**src/rtl/fifo_sync_pkg.sv**
```systemverilog
// rtl/fifo_sync_pkg.sv - shared sizes, default thresholds and pointer type for the sync FIFO
package fifo_sync_pkg;

  localparam int AW_DEF        = 12;
  localparam int DW_DEF        = 8;
  localparam int DEPTH         = 2 ** AW_DEF;
  localparam int CW            = AW_DEF + 1;
  localparam int AEMPTY_TH_DEF = 4;
  localparam int AFULL_TH_DEF  = DEPTH - 4;

  // Pointer carries one extra wrap bit above the RAM address
  typedef logic [CW-1:0] ptr_t;

endpackage

```
**src/rtl/fifo_sync_flags.sv**
```systemverilog
// rtl/fifo_sync_flags.sv - maps next occupancy to the four status flag next-values
module fifo_sync_flags
  import fifo_sync_pkg::*;
#(
  parameter int AW        = AW_DEF,
  parameter int AEMPTY_TH = AEMPTY_TH_DEF,
  parameter int AFULL_TH  = AFULL_TH_DEF
) (
  input  logic [AW:0] count_next,
  output logic        empty_next,
  output logic        aempty_next,
  output logic        full_next,
  output logic        afull_next
);

  localparam logic [AW:0] FULL_CNT = {1'b1, {AW{1'b0}}};
  localparam logic [AW:0] AE_CNT   = (AW+1)'(AEMPTY_TH);
  localparam logic [AW:0] AF_CNT   = (AW+1)'(AFULL_TH);

  assign empty_next  = (count_next == '0);
  assign full_next   = (count_next == FULL_CNT);
  assign aempty_next = (count_next <= AE_CNT);
  assign afull_next  = (count_next >= AF_CNT);

endmodule

```
**src/rtl/fifo_sync_ctrl.sv**
```systemverilog
// rtl/fifo_sync_ctrl.sv - single-clock FIFO pointer/count/flag controller driving an external RAM
module fifo_sync_ctrl
  import fifo_sync_pkg::*;
#(
  parameter int AW        = AW_DEF,
  parameter int DW        = DW_DEF,
  parameter int AEMPTY_TH = AEMPTY_TH_DEF,
  parameter int AFULL_TH  = AFULL_TH_DEF
) (
  input  logic          pos_rclk,
  input  logic          aresetn,
  input  logic          wr_en,
  input  logic [DW-1:0] din,
  input  logic          rd_en,
  output logic [DW-1:0] dout,
  output logic          empty,
  output logic          aempty,
  output logic          full,
  output logic          afull,
  output logic          wr_ack,
  output logic          overflow,
  output logic          underflow,
  output logic [AW:0]   count,
  output logic [AW-1:0] mem_waddr,
  output logic [AW-1:0] mem_raddr,
  output logic          mem_we,
  output logic [DW-1:0] mem_wdata,
  output logic          mem_re,
  input  logic [DW-1:0] mem_rdata
);

  logic [AW:0] wptr;
  logic [AW:0] rptr;
  logic [AW:0] count_next;
  logic        we_acc;
  logic        re_acc;
  logic        empty_next;
  logic        aempty_next;
  logic        full_next;
  logic        afull_next;

  // Flags are sampled before the update, so a write at full is dropped even with a read
  assign we_acc     = wr_en & ~full;
  assign re_acc     = rd_en & ~empty;
  assign count_next = count + {{AW{1'b0}}, we_acc} - {{AW{1'b0}}, re_acc};

  fifo_sync_flags #(
    .AW        (AW),
    .AEMPTY_TH (AEMPTY_TH),
    .AFULL_TH  (AFULL_TH)
  ) u_flags (
    .count_next  (count_next),
    .empty_next  (empty_next),
    .aempty_next (aempty_next),
    .full_next   (full_next),
    .afull_next  (afull_next)
  );

  always_ff @(posedge pos_rclk or negedge aresetn) begin
    if (!aresetn) begin
      wptr      <= '0;
      rptr      <= '0;
      count     <= '0;
      empty     <= 1'b1;
      aempty    <= 1'b1;
      full      <= 1'b0;
      afull     <= 1'b0;
      wr_ack    <= 1'b0;
      overflow  <= 1'b0;
      underflow <= 1'b0;
    end else begin
      wptr      <= wptr + {{AW{1'b0}}, we_acc};
      rptr      <= rptr + {{AW{1'b0}}, re_acc};
      count     <= count_next;
      empty     <= empty_next;
      aempty    <= aempty_next;
      full      <= full_next;
      afull     <= afull_next;
      wr_ack    <= we_acc;
      overflow  <= wr_en & full;
      underflow <= rd_en & empty;
    end
  end

  // RAM strobes are held off for the whole time reset is asserted
  assign mem_we    = we_acc & aresetn;
  assign mem_re    = re_acc & aresetn;
  assign mem_waddr = wptr[AW-1:0];
  assign mem_raddr = rptr[AW-1:0];
  assign mem_wdata = din;
  assign dout      = mem_rdata;

endmodule

```
**config.mk**
```make
export PLATFORM = sky130hd
export DESIGN_NAME = fifo_sync_ctrl
export DESIGN_NICKNAME = d
export VERILOG_FILES = /design/src/rtl/fifo_sync_pkg.sv /design/src/rtl/fifo_sync_flags.sv /design/src/rtl/fifo_sync_ctrl.sv
export SDC_FILE = /design/constraint.sdc
export NUM_CORES = 1
export LEC_CHECK = 0
export ABC_AREA = 1
export CORE_MARGIN = 5
export CORE_UTILIZATION = 44
export CTS_BUF_LIST = sky130_fd_sc_hd__clkbuf_4 sky130_fd_sc_hd__clkbuf_8
export DETAILED_ROUTE_END_ITERATION = 7
export HOLD_SLACK_MARGIN = 0.15
export PLACE_DENSITY = 0.9
export SKIP_CTS_REPAIR_TIMING = 1
export SKIP_LAST_GASP = 1
export SLEW_MARGIN = 5
export SYNTH_ARGS = -nofsm -noshare
export SYNTH_HDL_FRONTEND = slang
export SYNTH_SLANG_ARGS = --single-unit
```
**constraint.sdc**
```tcl
create_clock -name pos_rclk -period 2.3 [get_ports pos_rclk]
set_input_delay 0.345 -clock pos_rclk [delete_from_list [all_inputs] [get_ports pos_rclk]]
set_output_delay 0.345 -clock pos_rclk [all_outputs]
set_load 0.02 [all_outputs]
```
Yosys cells after proc, flatten, opt, wreduce, memory -nomap -nowiden
Cells that the tools add are included.

Output and inout port bits: 62. Latch bits: 0. Bits of input ports: 20. Bits in read-only memories: 0. Memories kept: 0. Register bits after elaboration: 46. Logic and storage cells: 26. Memory bits (writable): 0.

Equality and inequality tests: 1. Reductions and logical operators: 1. Order comparisons: 2. Multiplexer cells: 0. Bitwise operators: 8. Add/sub/neg operators: 4. Div/mod/pow operators: 0. Multipliers: 0. Shift-type cells: 0.

Operators with widths (count): adder 13 x 1 -> 13 bit (3); == test 13 bit (second input constant) (1); greater-or-equal comparator 13 x 12 -> 1 bit (second input constant) (1); <= comparator 13 x 3 -> 1 bit (second input constant) (1); zero test 13 bit (1); subtractor 13 x 1 -> 13 bit (1); AND 1 bit (6); inverter 1 bit (2).

Logic depth before layout (Yosys ltp)
Depth after elaboration: 5. Mapped depth: 18. Mapped depth without buffers: 18.

Cells and area by module
Synthesis repeated with hierarchy kept, for this count alone.

Cells, all modules: 328. Area total of the unflattened synthesis: 2656.3 um^2.

By module, submodules not included: fifo_sync_ctrl (area an instance 2541.2 um^2, instances 1, sequential area each 1103.6 um^2, cells each 299); fifo_sync_flags (area an instance 115.1 um^2, instances 1, sequential area each 0.0 um^2, cells each 29).

Worst setup path before layout
Ideal clock, no wire load.

Path kind: flip-flop to flip-flop. From: register empty. To: register aempty. Setup slack: -0.136 ns. Arrival: 2.369 ns. Data required time: 2.233 ns. Period minus slack after synthesis: 2.436 ns. Stages on the path, launching flop included: 17. Setup time: 0.067 ns. Buffers on the path: 0. Cell sequence: dfstp_2 inv_1 nand2_2 inv_1 nand2_1 nand2_1 ha_1 fa_1 nand2_1 nand3_2 nand3_1 nand2_1 nor2_1 nand2_2 nor2_4 nand3_1 nor2_1.

Longest elaborated chain between the ends: 4.

RTL lines: start, declared (line fifo_sync_ctrl.sv:16) `output logic empty,`; start signal, assigned (line fifo_sync_ctrl.sv:75) `empty <= empty_next;`; inverter 1 bit (line fifo_sync_ctrl.sv:44) `assign re_acc = rd_en & ~empty;`; AND 1 bit (line fifo_sync_ctrl.sv:44); subtractor 13 x 1 -> 13 bit (line fifo_sync_ctrl.sv:45) `assign count_next = count + {{AW{1'b0}}, we_acc} - {{AW{1'b0}}, re_acc};`; named net count_next[4] (line fifo_sync_ctrl.sv:34) `logic [AW:0] count_next;`; <= comparator 13 x 3 -> 1 bit (line fifo_sync_flags.sv:22) `assign aempty_next = (count_next <= AE_CNT);`; named net aempty_next (line fifo_sync_ctrl.sv:38) `logic aempty_next;`; end signal, assigned (line fifo_sync_ctrl.sv:76) `aempty <= aempty_next;`; end, declared (line fifo_sync_ctrl.sv:17) `output logic aempty,`.

The timed path passes the listed nets, and every way through them passes these cells.

Worst setup path in the final report
From: register empty. To: register empty.

Longest elaborated chain between the ends: 4.

RTL lines: inverter 1 bit (line fifo_sync_ctrl.sv:44); AND 1 bit (line fifo_sync_ctrl.sv:44); subtractor 13 x 1 -> 13 bit (line fifo_sync_ctrl.sv:45); named net count_next[10] (line fifo_sync_ctrl.sv:34); zero test 13 bit (line fifo_sync_flags.sv:20) `assign empty_next = (count_next == '0);`; named net empty_next (line fifo_sync_ctrl.sv:37) `logic empty_next;`.

The timed path passes the listed nets, and every way through them passes these cells.

==> flow_summary.json <==
{
  "max_freq_mhz": 431,
  "die-area_um2": 7720,
  "nets": 422,
  "layout_common_cells": "nand2_1 (60), inv_1 (52), clkdlybuf4s50_1 (46)",
  "htreeDepth": 2,
  "yosysWarnings": 0,
  "pre_cts_ws_ns": -0.389,
  "path_clk_slew_ns": 0.09,
  "grt_overflow": 0,
  "path_cells": "inv_2 -> nand2_4 -> inv_2 -> nand2_2 -> nand2_2 -> ha_4 -> fa_2 -> buf_4 -> nand3_1 -> nand3_1 -> nand2_1 -> nand2_2 -> nor2_2 -> nand2_1 -> nor2_1",
  "crit_top_cell": "nand2_2",
  "drt_iter0_drc": 69,
  "cts_tree": "yes",
  "crit_slowest_cell": "dfstp_2",
  "synthDistinctLibCells": 28,
  "worstSetupStartpointType": "flop",
  "top_register": "count",
  "yosysSeqAreaShare": 0.414,
  "regArea_um2": 1100,
  "synth_nets": 356,
  "rsz0062_at_grt": "true",
  "antenna_found_initial": 0,
  "slew-limit-headroom": 0.631,
  "fin_util": 0.593,
  "top_regs": "count x13, rptr x12, wptr x12",
  "tritoncts.num_buffers": 5,
  "finalSetupViolCount": 2,
  "max-clock-path-buffers": 2,
  "vias": 2287,
  "synth.ff_latch_count": 44,
  "grt_pass1_vias": 2267,
  "crit_arrival_ns": 2.56,
  "io_pins": 82,
  "via_per_inst": 4.95,
  "gr-usage-met2": 0.289,
  "r2r-end": "empty",
  "met1_usage": 0.183,
  "largest_reg_flops": 13,
  "clock_sinks": 44,
  "reg2reg_slack_ns": -0.02,
  "met3_usage": 0.0395,
  "top_usage_layer": "met2",
  "routed_wl_um": 6210,
  "fin_crit_ns": 2.32,
  "r2r_start": "empty",
  "dpl.hpwl_um": 4720,
  "synth_top_area_frac": 0.394,
  "max_stage_delay_ns": 0.55,
  "reg2regPathDepth": 15,
  "syn_inst": 320,
  "synthTopCellsByArea": "dfrtp_1 (39%), nand2_1 (9.0%), inv_1 (7.7%), ha_1 (7.0%), xor2_1 (5.9%)",
  "fillCellCount": 472,
  "power_leakage_nw": 1.85,
  "violations": "negative setup slack",
  "outcome": "complete, but fails checks",
  "drc": 0,
  "worstSetupPathType": "reg2reg",
  "grt_pass1_wl_um": 9820,
  "dr.pass1.iters": 4,
  "start_util": 0.450,
  "core_area_um2": 5920,
  "worstSetupEndpointType": "flop",
  "required_ns": 2.54,
  "finalCritPeriodShare": 1.01,
  "power_density_nw_per_um2": 1820,
  "synth_area_um2": 2670,
  "final_common_cell": "nand2_1",
  "syn_area_per_cell_um2": 8.33,
  "drive_above_1_share": 0.220,
  "syn2layout_area_growth_pct": 31.7,
  "synth_top_area_cell": "dfrtp_1",
  "peakVddDrop_uv": 776,
  "max-cap-violations": 0,
  "multi_input_area_um2": 1300,
  "report.final.slew_viol_count": 0,
  "worst_clock_skew_ns": 0.00608,
  "antenna_left": 0,
  "detail_route.wl_per_cell_um": 13.4,
  "cts_root_buf": "clkbuf_8",
  "diodes": 0,
  "fin_tns_setup_ns": -0.0282,
  "grt_max_degree": 45,
  "finalHoldViolCount": 0,
  "gp_congestion": 0.836,
  "holdCritPathClass": "in2async",
  "die_w_um": 87.8,
  "worst_slew_pin_slew_ns": 0.553,
  "portBuffers": 49,
  "track_usage": 0.160,
  "setup_ws_ns": -0.0216,
  "row_count": 28,
  "clk_latency_ns": 0.30,
  "cp_max_fo": 3,
  "dieHeight_um": 87.8
}
-- worst max-delay path, delay by kind of cell (launching register included) --
kind / cells / cell delay, ns
AND/OR/NAND/NOR: 10 / 0.93
flip-flops: 1 / 0.55
adder cells (fa/ha/maj): 2 / 0.53
buffers and inverters: 3 / 0.24
-- per-stage QoR --
| stage | power [mW] | cell area (um2) | hold WS [ns] | cells |
|---|---|---|---|---|
| CTS | 6.24 | 3420 | 0.171 | 458 |
| detailed placement | 5.59 | 3310 | 0.457 | 450 |
| floorplan | 4.10 | 2690 | 0.0494 | 320 |
| finish | 6.40 | 3510 | 0.160 | 462 |
| global route | 6.93 | 3510 | 0.206 | 462 |
| global placement | 5.42 | 3310 | 0.456 | 450 |
-- logic make-up after synthesis --
family	share of synthesized area
XOR/XNOR	0.0784
AND/OR/NAND/NOR	0.284
AO/OA/AOI/OAI	0.0174
buffers and inverters	0.128
adder cells (fa/ha/maj)	0.0779
flip-flops	0.414
-- where the power goes --
part           switching [mW]  leakage (nW)  internal (mW)
registers               0.268         0.533           1.08
clock network           0.295        0.0548          0.328
logic                    2.60          1.26           1.84
-- cells in the mapped netlist (all sizes together) --
cell	count
o21ai	1
xor2	19
nor3b	1
a21oi	6
or2	1
nand4	7
nor3	5
nand2	83
fa	1
inv	56
nor2	29
nand3	29
o21bai	1
xnor2	4
ha	15
dfrtp	42
buf	17
and3	1
dfstp	2
-- worst max-delay path by stage --
stage | slack, ns | to | start
finish | -0.02 | empty | empty
global route | -0.12 | empty | empty
CTS | -0.07 | empty | wr_en
detailed placement | -0.39 | aempty | wr_en
global placement | -0.29 | aempty | wr_en
floorplan | 0.008 | aempty | empty
-- layout make-up --
| class | count | share of cell area |
|---|---|---|
| Sequential cell | 44 | 0.314 |
| Tap cell | 75 | 0.0267 |
| Multi-Input combinational cell | 203 | 0.369 |
| Timing Repair Buffer | 76 | 0.197 |
| Clock inverter | 3 | 0.0132 |
| Inverter | 56 | 0.0599 |
| Clock buffer | 5 | 0.0196 |
-- routing by layer --
layer,routed length [um],share of wire,vias up
met5,0,0,-
li1,-,-,1107
met2,3260,0.52,79
met3,459,0.074,9
met1,2410,0.39,1092
met4,82,0.013,0
No activity file was read; power rests on OpenSTA's default activity.
